**src/rtl/fifo_pkg.sv**
```systemverilog
// Shared types and sizing helpers for the FIFO word serializer.
package fifo_pkg;

    // Serializer control states: waiting for a word, or emitting its slices.
    typedef enum logic {
        IDLE  = 1'b0,
        SHIFT = 1'b1
    } state_e;

    // Number of OUT_WIDTH slices in one DATA_WIDTH word (0 if OUT_WIDTH is 0).
    function automatic int unsigned calc_ratio(input int unsigned data_width,
                                               input int unsigned out_width);
        if (out_width == 0) begin
            return 0;
        end
        return data_width / out_width;
    endfunction

    // Width of the slice counter; never narrower than one bit.
    function automatic int unsigned calc_cnt_w(input int unsigned ratio);
        if (ratio < 2) begin
            return 1;
        end
        return $clog2(ratio);
    endfunction

endpackage

```
**src/rtl/fifo_word_serializer.sv**
```systemverilog
// Pops words from a first-word-fall-through FIFO and emits them as a stream of
// OUT_WIDTH slices with valid/ready handshake, without bubbles between words.
module fifo_word_serializer
    import fifo_pkg::*;
#(
    parameter int unsigned DATA_WIDTH = 32,
    parameter int unsigned OUT_WIDTH  = 8,
    parameter bit          LSB_FIRST  = 1'b1
) (
    input  logic                  clk_i,
    input  logic                  rst_i,
    input  logic                  fifo_empty_i,
    input  logic [DATA_WIDTH-1:0] fifo_rd_data_i,
    output logic                  fifo_read_o,
    output logic [OUT_WIDTH-1:0]  out_data_o,
    output logic                  out_valid_o,
    input  logic                  out_ready_i,
    output logic                  out_last_o,
    output logic                  busy_o
);

    localparam int unsigned RATIO = calc_ratio(DATA_WIDTH, OUT_WIDTH);
    localparam int unsigned CNT_W = calc_cnt_w(RATIO);
    localparam logic [CNT_W-1:0] CNT_LAST = CNT_W'(RATIO - 1);

    // Refuse to build a serializer whose word does not split into >= 2 whole slices.
    generate
        if (OUT_WIDTH == 0 || (DATA_WIDTH % OUT_WIDTH) != 0 || RATIO < 2) begin : g_bad_params
            $error("fifo_word_serializer: DATA_WIDTH must be a multiple (>=2x) of OUT_WIDTH");
        end
    endgenerate

    state_e                              r_state;
    state_e                              w_state_nxt;
    logic [CNT_W-1:0]                    r_cnt;
    logic [CNT_W-1:0]                    w_cnt_nxt;
    logic [DATA_WIDTH-1:0]               r_hold;
    logic [DATA_WIDTH-1:0]               w_hold_nxt;
    logic                                w_read;
    logic                                w_shift;
    logic                                w_at_last;
    logic [CNT_W-1:0]                    w_sel;
    logic [RATIO-1:0][OUT_WIDTH-1:0]     w_slices;

    assign w_shift   = (r_state == SHIFT);
    assign w_at_last = (r_cnt == CNT_LAST);

    // Slice 0 is the bottom slice for LSB_FIRST, otherwise the top slice.
    assign w_sel    = LSB_FIRST ? r_cnt : (CNT_LAST - r_cnt);
    assign w_slices = r_hold;

    // Next-state, counter and holding-register update; a pop always reloads the word.
    always_comb begin
        w_state_nxt = r_state;
        w_cnt_nxt   = r_cnt;
        w_hold_nxt  = r_hold;
        w_read      = 1'b0;
        unique case (r_state)
            IDLE: begin
                if (!fifo_empty_i) begin
                    w_read      = 1'b1;
                    w_hold_nxt  = fifo_rd_data_i;
                    w_cnt_nxt   = '0;
                    w_state_nxt = SHIFT;
                end
            end
            SHIFT: begin
                if (out_ready_i) begin
                    if (!w_at_last) begin
                        w_cnt_nxt = r_cnt + 1'b1;
                    end else if (!fifo_empty_i) begin
                        // Chain straight into the next word to avoid a bubble.
                        w_read     = 1'b1;
                        w_hold_nxt = fifo_rd_data_i;
                        w_cnt_nxt  = '0;
                    end else begin
                        w_state_nxt = IDLE;
                    end
                end
            end
            default: begin
                w_state_nxt = IDLE;
            end
        endcase
    end

    // Output decode; the pop is masked during reset so no word is lost while held.
    always_comb begin
        fifo_read_o = w_read & ~rst_i;
        out_valid_o = w_shift;
        busy_o      = w_shift;
        out_last_o  = w_shift & w_at_last;
        out_data_o  = w_shift ? w_slices[w_sel] : '0;
    end

    // State, counter and holding register with asynchronous reset.
    always_ff @(posedge clk_i or posedge rst_i) begin
        if (rst_i) begin
            r_state <= IDLE;
            r_cnt   <= '0;
            r_hold  <= '0;
        end else begin
            r_state <= w_state_nxt;
            r_cnt   <= w_cnt_nxt;
            r_hold  <= w_hold_nxt;
        end
    end

endmodule

```
**config.mk**
```make
export PLATFORM = sky130hd
export DESIGN_NAME = fifo_word_serializer
export DESIGN_NICKNAME = d
export VERILOG_FILES = /design/src/rtl/fifo_pkg.sv /design/src/rtl/fifo_word_serializer.sv
export SDC_FILE = /design/constraint.sdc
export NUM_CORES = 1
export LEC_CHECK = 0
export CORE_ASPECT_RATIO = 0.75
export CORE_MARGIN = 2
export CORE_UTILIZATION = 40
export CTS_BUF_LIST = sky130_fd_sc_hd__clkbuf_4
export DETAILED_ROUTE_END_ITERATION = 8
export PLACE_DENSITY = 0.69
export REMOVE_ABC_BUFFERS = 1
export SLEW_MARGIN = 5
export SYNTH_ARGS = -nofsm -noshare
export SYNTH_HDL_FRONTEND = slang
export SYNTH_SLANG_ARGS = --single-unit
export TNS_END_PERCENT = 50
```
**constraint.sdc**
```tcl
create_clock -name clk_i -period 4.3 [get_ports clk_i]
set_input_delay 0.86 -clock clk_i [delete_from_list [all_inputs] [get_ports clk_i]]
set_output_delay 0.86 -clock clk_i [all_outputs]
set_load 0.01 [all_outputs]
```
==> metrics.md, run 1 <==
| Metric | Value |
|---|---|
| CP Cell Sequence | `clkdlybuf4s50_1 > nand2_1 > a211oi_1 > clkdlybuf4s50_1` |
| Slowest-stage cell, CP | `clkdlybuf4s50_1` |
| Leakage | `slightly above 0.9 nW` |
| Max-cap violations | `0` |
| Main synth FF type | `dfrtp_1` |
| Slew Limit Fails | `0` |
| Routed WL | `around 3.3 mm` |
| Worst-margin pin slew | `around 1 ns` |
| Final net count | `slightly above 200` |
| Synth top area cells | `dfrtp_1 53%, mux2_2 20%, mux2i_1 9.7%` |
| CTS max path bufs | `2` |
| # setup viols final | `0` |
| Initial DRC count | `76` |
| Avg Cell Area, Syn | `between 10 and 15 um^2` |
| Area Overhead vs Synth | `33.3%` |
| Area occupied by multi-input gates | `699 um^2` |
| Share of post-route cells with drive strength above 1 | `0.243` |
| Syn Inst Count | `120` |
| Initial DRT Pass Iterations | `4` |
| Storage cell area | `between 800 and 900 um^2` |
| PD cells | `roughly 660 mW/mm^2` |
| WHS | `between 0.4 and 0.5 ns` |
| Peak Freq | `a little over 300 MHz` |
| Final setup margin | `about 1.1 ns` |
| Reg2Reg Setup Slack | `2.06 ns` |
| Required @ worst endpoint | `between 3 and 4 ns` |
| Startpoint Class | `input port` |
| IO Count | `between 40 and 50` |
| Initial antenna violation count | `0` |
| Ys Warns | `0` |
| Worst setup EP type | `primary output` |
| Hold WC Path Type | `flop to flop` |
| Max stage delay on crit path | `~0.58 ns` |
| Worst setup path class | `input port to primary output` |
| DRC | `0` |
| Sequential share of power | `0.405` |
| Hold Path Sink | `r_hold[19]` |
| Hold Buf Count CTS | `0` |
| DR vias/cell | `roughly 5.0` |
| Clock sink count | `35` |
| Fin crit share | `0.753` |
| Peak supply drop | `slightly above 0.3 mV` |
| Clk_lat worst skew | `~0.33 ns` |
| Die width | `78.1 um` |
| Sw power | `484 uW` |
| P_int | `approximately 970 uW` |
| Root Buffer | `clkbuf_4` |
| Ys async rst share | `1.00` |
| Fillers | `~360` |
| Total grt overflow | `0` |
| CTS tree | `yes` |
| Count leader, synth | `dfrtp_1` |
| Post-route cell area | `between 0.002 and 0.0025 mm^2` |
| Post-CTS setup buffer count | `0` |
| FP Rows | `20` |
| Number of global-route vias before repair | `1210` |
| Yosys top cell area share | `0.531` |
| Post-Syn Area | `about 0.0016 mm^2` |
| Min-delay src | `r_hold[19]` |
| DIE AREA | `~0.0047 mm^2` |
| Fin. Hold Viols | `0` |
| Yosys cell types | `21` |
| Setup_tns | `0 ns` |
| H-tree depth | `2` |
| Overall Global Routing Usage | `0.162` |
| Post-route ant nets | `0` |
| Register area share after synthesis | `0.531` |
| Sw Share | `0.334` |
| Largest net degree at the start of global routing | `33` |
| Antenna Cells | `0` |
| IO Port Bufs | `47` |
| RSZ-0062 raised after global routing | `false` |
| Fraction of power consumed by the clock network | `0.119` |
| Post-synth top area cell | `dfrtp_1` |
| Std-Cell Core Area | `roughly 0.004 mm^2` |
| RR Startpoint | `r_cnt[0]` |
| FF+latch count, synth | `35` |
| Worst path most repeated cell | `clkdlybuf4s50_1` |
| CP Data Arrival Time | `between 2 and 2.5 ns` |
| PostCTS Resize Cnt | `0` |
| Worst-path clk slew | `between 0.1 and 0.15 ns` |
| Worst-path maximum fanout | `6` |
| Worst R2R Path Depth | `4` |
| DR vias | `1125` |
| DP HPWL | `about 2.4 mm` |
| Wire length per cell | `14.8 um` |
| R2R Path End | `r_hold[5]` |
| Die boundary height | `~60 um` |
| Outcome | `finished clean` |
| Final Wtd Congestion | `approximately 0.75` |
| Final period demand of the worst path | `3.24 ns` |
| Cts bufs inserted | `5` |
| Initial Util | `0.412` |
| Most frequent cells after synthesis | `35 x dfrtp_1, 30 x mux2_2, 16 x mux2i_1` |
| Final Util | `0.549` |
| Slew HR | `0.332` |
| Post-Place Worst Slack | `between 1 and 1.5 ns` |
| First-pass GRT wire length | `5.62 mm` |
| Comb pwr share | `0.475` |
| Clock Skew | `0.0139 ns` |
| Cells on Worst Hold Path | `1` |
| Dpl cell area | `around 0.0021 mm^2` |
| Post-synth EDFFs | `0` |
==> per-layer routing <==
metal	global-route usage	wire, um
met5	0	0
met4	0.0376	15
met2	0.266	1540
met3	0.0595	217
met1	0.208	1550
==> worst max path at each step <==
| stage | from | end | slack, ns | cells past startpoint |
|---|---|---|---|---|
| floorplan | r_cnt[0] | fifo_read_o | 1.85 | 3 |
| global placement | out_ready_i | fifo_read_o | 1.16 | 4 |
| detailed placement | out_ready_i | fifo_read_o | 1.05 | 4 |
| CTS | out_ready_i | fifo_read_o | 1.04 | 4 |
| global route | out_ready_i | fifo_read_o | 0.98 | 4 |
| finish | out_ready_i | fifo_read_o | 1.06 | 4 |
==> worst max-delay path, delay by kind of cell <==
family          cells  cell delay [ns]
buf+inv             2             1.14
compound gates      1             0.27
simple gates        1             0.11
==> flip-flops by register name (all words and copies together), names as in the netlist <==
register and cells:
r_hold 32, busy_o 1, r_cnt 2
==> kinds of logic after synthesis <==
logic type / Yosys count / synth area share
AO/OA/AOI/OAI: 15 / 0.0645
adder cells (fa/ha/maj): 2 / 0.0152
flip-flops: 35 / 0.531
buffers and inverters: 11 / 0.0448
multiplexers: 48 / 0.316
AND/OR/NAND/NOR: 9 / 0.0288
==> power groups by stage <==
stage	clock (mW)	sequential [mW]	combinational, mW
2_1_floorplan	0	0.592	0.408
3_3_place_gp	0	0.587	0.679
3_5_place_dp	0	0.598	0.697
4_1_cts	0.182	0.589	0.700
5_1_grt	0.197	0.610	0.752
6_report	0.173	0.588	0.689
==> layout by cell type, fill, tap and decap left out, drive strengths merged <==
cell type | synthesis | routed
nand2 | 5 | 5
inv | 3 | 3
clkinvlp | 0 | 2
mux2i | 16 | 16
nand4b | 1 | 1
mux2 | 32 | 32
nor3b | 1 | 1
dfrtp | 35 | 35
a211oi | 1 | 1
and2 | 1 | 1
clkinv | 0 | 1
buf | 8 | 2
o22ai | 8 | 8
clkdlybuf4s50 | 0 | 47
a21oi | 2 | 2
ha | 2 | 2
nand2b | 1 | 1
o211ai | 3 | 3
clkbuf | 0 | 5
o21ai | 1 | 1
==> stage by stage <==
step / power, mW / instances
floorplan: 1.00 / 112
global placement: 1.27 / 216
detailed placement: 1.29 / 216
CTS: 1.47 / 224
global route: 1.56 / 224
finish: 1.45 / 224
==> cell type report <==
cell class	count	share of cell area
Sequential cell	35	0.398
Multi-Input combinational cell	74	0.318
Timing Repair Buffer	49	0.221
Tap cell	55	0.0313
Clock buffer	5	0.0171
Clock inverter	3	0.00911
Inverter	3	0.00512
(Power assumes the default switching activity.)
==> inputs of run 2 (changes only) <==
Clock period 4.3 ns to 3.1 ns, I/O delays scaled along.
==> metrics.md, run 2 (synthesis results as in run 1) <==
| Metric | Value |
|---|---|
| Clock sink count | `35` |
| CTS max path bufs | `2` |
| Overall Global Routing Usage | `0.162` |
| DR vias/cell | `~4.9` |
| Die boundary height | `~60 um` |
| Initial Util | `0.412` |
| Hold Buf Count CTS | `0` |
| DRC | `0` |
| Worst-margin pin slew | `about 0.44 ns` |
| IO Port Bufs | `47` |
| Worst setup EP type | `primary output` |
| CP Launch Point | `out_ready_i` |
| Max-cap violations | `0` |
| FP Rows | `20` |
| Largest net degree at the start of global routing | `36` |
| Slew HR | `0.707` |
| Post-CTS setup buffer count | `0` |
| Final net count | `207` |
| Hold WC Path Type | `flop to flop` |
| RR Startpoint | `r_cnt[0]` |
| Fin crit share | `0.873` |
| Area occupied by multi-input gates | `roughly 700 um^2` |
| Total grt overflow | `0` |
| Worst R2R Path Depth | `6` |
| Max FFs per register | `32` |
| CP Data Arrival Time | `about 2.1 ns` |
| Clk_lat worst skew | `between 0.3 and 0.4 ns` |
| Setup_tns | `0 ns` |
| Worst-path clk slew | `~0.10 ns` |
| Area Overhead vs Synth | `33.1%` |
| Fin. Hold Viols | `0` |
| Number of global-route vias before repair | `about 1200` |
| Die width | `just under 80 um` |
| Required @ worst endpoint | `around 2.5 ns` |
| # setup viols final | `0` |
| Commonest non-fill, non-tap cell in the layout | `clkdlybuf4s50_1` |
| H-tree depth | `2` |
| DR vias | `around 1100` |
| Wire length per cell | `about 14 um` |
| DIE AREA | `around 0.0047 mm^2` |
| R2R Path End | `r_hold[23]` |
| Worst-path maximum fanout | `6` |
| IO Count | `48` |
| Outcome | `finished clean` |
| Root Buffer | `clkbuf_4` |
| CTS tree | `yes` |
| Share of post-route cells with drive strength above 1 | `0.237` |
| Std-Cell Core Area | `roughly 0.004 mm^2` |
| Post-route ant nets | `0` |
| Storage cell area | `approximately 880 um^2` |
| Antenna Cells | `0` |
| Worst setup path end | `fifo_read_o` |
| Final period demand of the worst path | `about 2.7 ns` |
| Routed WL | `3.23 mm` |
| RSZ-0062 raised after global routing | `false` |
| PD cells | `between 900 and 1000 mW/mm^2` |
| Initial DRT Pass Iterations | `4` |
| Fillers | `approximately 350` |
| Slew Limit Fails | `0` |
| DP HPWL | `about 2.3 mm` |
| Cts bufs inserted | `5` |
| Initial antenna violation count | `0` |
| First-pass GRT wire length | `5.60 mm` |
| Peak Freq | `~370 MHz` |
| Worst setup path class | `input port to primary output` |
| Reg2Reg Setup Slack | `0.81 ns` |
| Leakage | `about 0.92 nW` |
| Startpoint Class | `input port` |
| Largest Register | `r_hold` |
| Clock Skew | `around 0.0047 ns` |
| Final Util | `0.548` |
| Initial DRC count | `37` |
| Final Wtd Congestion | `0.753` |
| Commonest non-fill, non-tap cells in the layout | `47 x clkdlybuf4s50_1, 35 x dfrtp_1, 30 x mux2_2` |
| PostCTS Resize Cnt | `0` |
| Peak supply drop | `about 0.46 mV` |
run 2: routing by layer:
metal  routed length (um)  share of wire  vias to the layer above  GRT usage
met1                 1440           0.44                      523      0.207
met2                 1440           0.45                       40      0.244
li1                     -              -                      530          -
met5                    0              0                        -          0
met3                  295          0.091                        6     0.0671
met4                   56          0.017                        0     0.0752
run 2: through the flow:
| stage | setup slack [ns] | cell area, um^2 | power (mW) | cells | hold slack, ns |
|---|---|---|---|---|---|
| floorplan | 0.746 | 1590 | 1.39 | 112 | 0.457 |
| global placement | 0.438 | 2150 | 1.76 | 217 | 0.468 |
| detailed placement | 0.385 | 2150 | 1.79 | 217 | 0.487 |
| CTS | 0.376 | 2190 | 2.02 | 224 | 0.510 |
| global route | 0.290 | 2190 | 2.15 | 224 | 0.526 |
| finish | 0.393 | 2190 | 1.99 | 224 | 0.506 |
run 2: where the power goes:
part	internal, mW	switching [mW]	leakage [nW]
sequential	0.682	0.133	0.417
clock	0.0802	0.143	0.0285
combinational	0.574	0.379	0.479
total	1.34	0.655	0.925
run 2: how the worst min path moves through the flow:
stage                     from    endpoint  depth (start not counted)
CTS                 r_hold[20]  r_hold[20]                          1
detailed placement  r_hold[20]  r_hold[20]                          1
global route         r_hold[0]   r_hold[0]                          1
floorplan           r_hold[19]  r_hold[19]                          1
global placement    r_hold[19]  r_hold[19]                          1
finish              r_hold[19]  r_hold[19]                          1
run 2: worst max-delay path, cell delays in order:
cell and delay (ns):
clkdlybuf4s50_1 0.55, nand2_1 0.10, a211oi_1 0.24, clkdlybuf4s50_1 0.57
run 2: cell type report:
type | count | area share
multi-input combinational | 74 | 0.319
tap | 55 | 0.0314
timing repair buffer | 50 | 0.225
inverter | 3 | 0.00513
clock inverter | 2 | 0.00399
sequential | 35 | 0.399
clock buffer | 5 | 0.0171
==> inputs of run 3 (changes only) <==
Settings changed: RECOVER_POWER set to 50.
==> metrics.md, run 3 (synthesis results as in run 1) <==
| Metric | Value |
|---|---|
| Required @ worst endpoint | `roughly 2.5 ns` |
| CTS max path bufs | `2` |
| Commonest non-fill, non-tap cell in the layout | `clkdlybuf4s50_1` |
| Root Buffer | `clkbuf_4` |
| DP HPWL | `2.29 mm` |
| Total grt overflow | `0` |
| Area Overhead vs Synth | `32.2%` |
| Fraction of power consumed by the clock network | `0.112` |
| DR vias/cell | `between 4 and 5` |
| Max-cap violations | `1` |
| Largest net degree at the start of global routing | `36` |
| Final period demand of the worst path | `between 2 and 3 ns` |
| Slew Limit Fails | `36` |
| Die width | `just under 80 um` |
| RSZ-0062 raised after global routing | `false` |
| Hold Buf Count CTS | `0` |
| Hold WC Path Type | `flop to flop` |
| Worst-path clk slew | `roughly 0.10 ns` |
| DIE AREA | `around 0.0047 mm^2` |
| Clk_lat worst skew | `0.34 ns` |
| Std-Cell Core Area | `between 0.004 and 0.005 mm^2` |
| Fin crit share | `0.897` |
| Initial Util | `0.412` |
| Clock sink count | `35` |
| Design Power | `between 1.5 and 2 mW` |
| Initial DRC count | `37` |
| Commonest non-fill, non-tap cells in the layout | `45 x clkdlybuf4s50_1, 35 x dfrtp_1, 30 x mux2_2` |
| Wire length per cell | `14.4 um` |
| Sw power | `about 650 uW` |
| Worst setup path class | `input port to primary output` |
| Sequential share of power | `0.410` |
| DR vias | `around 1100` |
| First-pass GRT wire length | `around 5.6 mm` |
| IO Port Bufs | `between 40 and 50` |
| Worst-margin pin slew | `1.84 ns` |
| Leakage | `a little over 0.9 nW` |
| Post-CTS setup buffer count | `0` |
| P_int | `approximately 1.3 mW` |
| CP Data Arrival Time | `between 2 and 2.5 ns` |
| Fin. Hold Viols | `0` |
| Cts bufs inserted | `5` |
| Comb pwr share | `0.478` |
| DRC | `0` |
| Post-route ant nets | `0` |
| Initial antenna violation count | `0` |
| Final net count | `between 200 and 250` |
| Initial DRT Pass Iterations | `4` |
| Final Util | `0.544` |
| Clock Skew | `between 0.004 and 0.005 ns` |
| Max FFs per register | `32` |
| Peak Freq | `approximately 360 MHz` |
| Startpoint Class | `input port` |
| Final Wtd Congestion | `between 0.7 and 0.8` |
| Share of post-route cells with drive strength above 1 | `0.225` |
| FP Rows | `20` |
| Worst-path maximum fanout | `6` |
| Antenna Cells | `0` |
| Number of global-route vias before repair | `between 1000 and 1500` |
| PD cells | `approximately 900 mW/mm^2` |
| Overall Global Routing Usage | `0.162` |
| CTS tree | `yes` |
| Sw Share | `0.329` |
| H-tree depth | `2` |
| Outcome | `complete, but fails checks` |
| Worst setup EP type | `primary output` |
| Largest Register | `r_hold` |
| Routed WL | `about 3.2 mm` |
| Failing checks | `capacitance limit, slew limit` |
| Die boundary height | `59.6 um` |
| Peak supply drop | `approximately 0.46 mV` |
| IO Count | `48` |
| Setup_tns | `0 ns` |
| # setup viols final | `0` |
| Slew HR | `-0.227` |
| PostCTS Resize Cnt | `0` |
## run 3: changes by cell type in the layout (fill, tap and decap cells not counted), sizes merged
cell           change
clkdlybuf4s50      -2
clkbuf             +1
dlygate4sd3        +2
buf                -1
## run 3: critical path: stages
cell and delay [ns]:
dlygate4sd3_1 0.63, nand2_1 0.10, a211oi_1 0.24, clkdlybuf4s50_1 0.57
## run 3: path summary, 6_finish.rpt
path	slack [ns]	endpoint	startpoint	depth (start not counted)
min in group asynchronous	1.40	busy_o	rst_i	3
worst min register to register	0.51	r_hold[19]	r_hold[19]	1
worst max register to register	0.61	r_hold[23]	r_cnt[0]	6
worst max-delay path	0.32	fifo_read_o	out_ready_i	4
worst min-delay path	0.51	r_hold[19]	r_hold[19]	1
max in group asynchronous	0.65	r_hold[16]	rst_i	3
## run 3: layout make-up
type,instances,area (um^2)
fillers,356,1820
clock inverters,2,8.76
clock buffers,5,37.5
multi-input cells,74,688
repair buffers,50,489
flip-flops and latches,35,876
well taps,55,68.8
inverters,3,11.3
## run 3: metrics by stage
stage	setup WS (ns)	std cells	hold slack (ns)	cell area [um^2]
final	0.321	224	0.506	2180
after detailed placement	0.385	217	0.487	2150
after floorplan	0.746	112	0.457	1590
after CTS	0.376	224	0.510	2190
after global placement	0.438	217	0.468	2150
after global routing	0.207	224	0.526	2180
## run 3: routing by layer
metal	track usage	vias up	share of wire
li1	-	530	-
met2	0.244	40	0.45
met1	0.207	523	0.45
met3	0.0671	6	0.089
met4	0.0752	0	0.017
met5	0	-	0
## run 3: power groups by stage
stage / sequential, mW / combinational, mW / clock, mW
2_1_floorplan: 0.821 / 0.566 / 0
3_5_place_dp: 0.827 / 0.962 / 0
6_report: 0.814 / 0.948 / 0.223
3_3_place_gp: 0.810 / 0.946 / 0
4_1_cts: 0.817 / 0.968 / 0.236
5_1_grt: 0.846 / 1.03 / 0.258
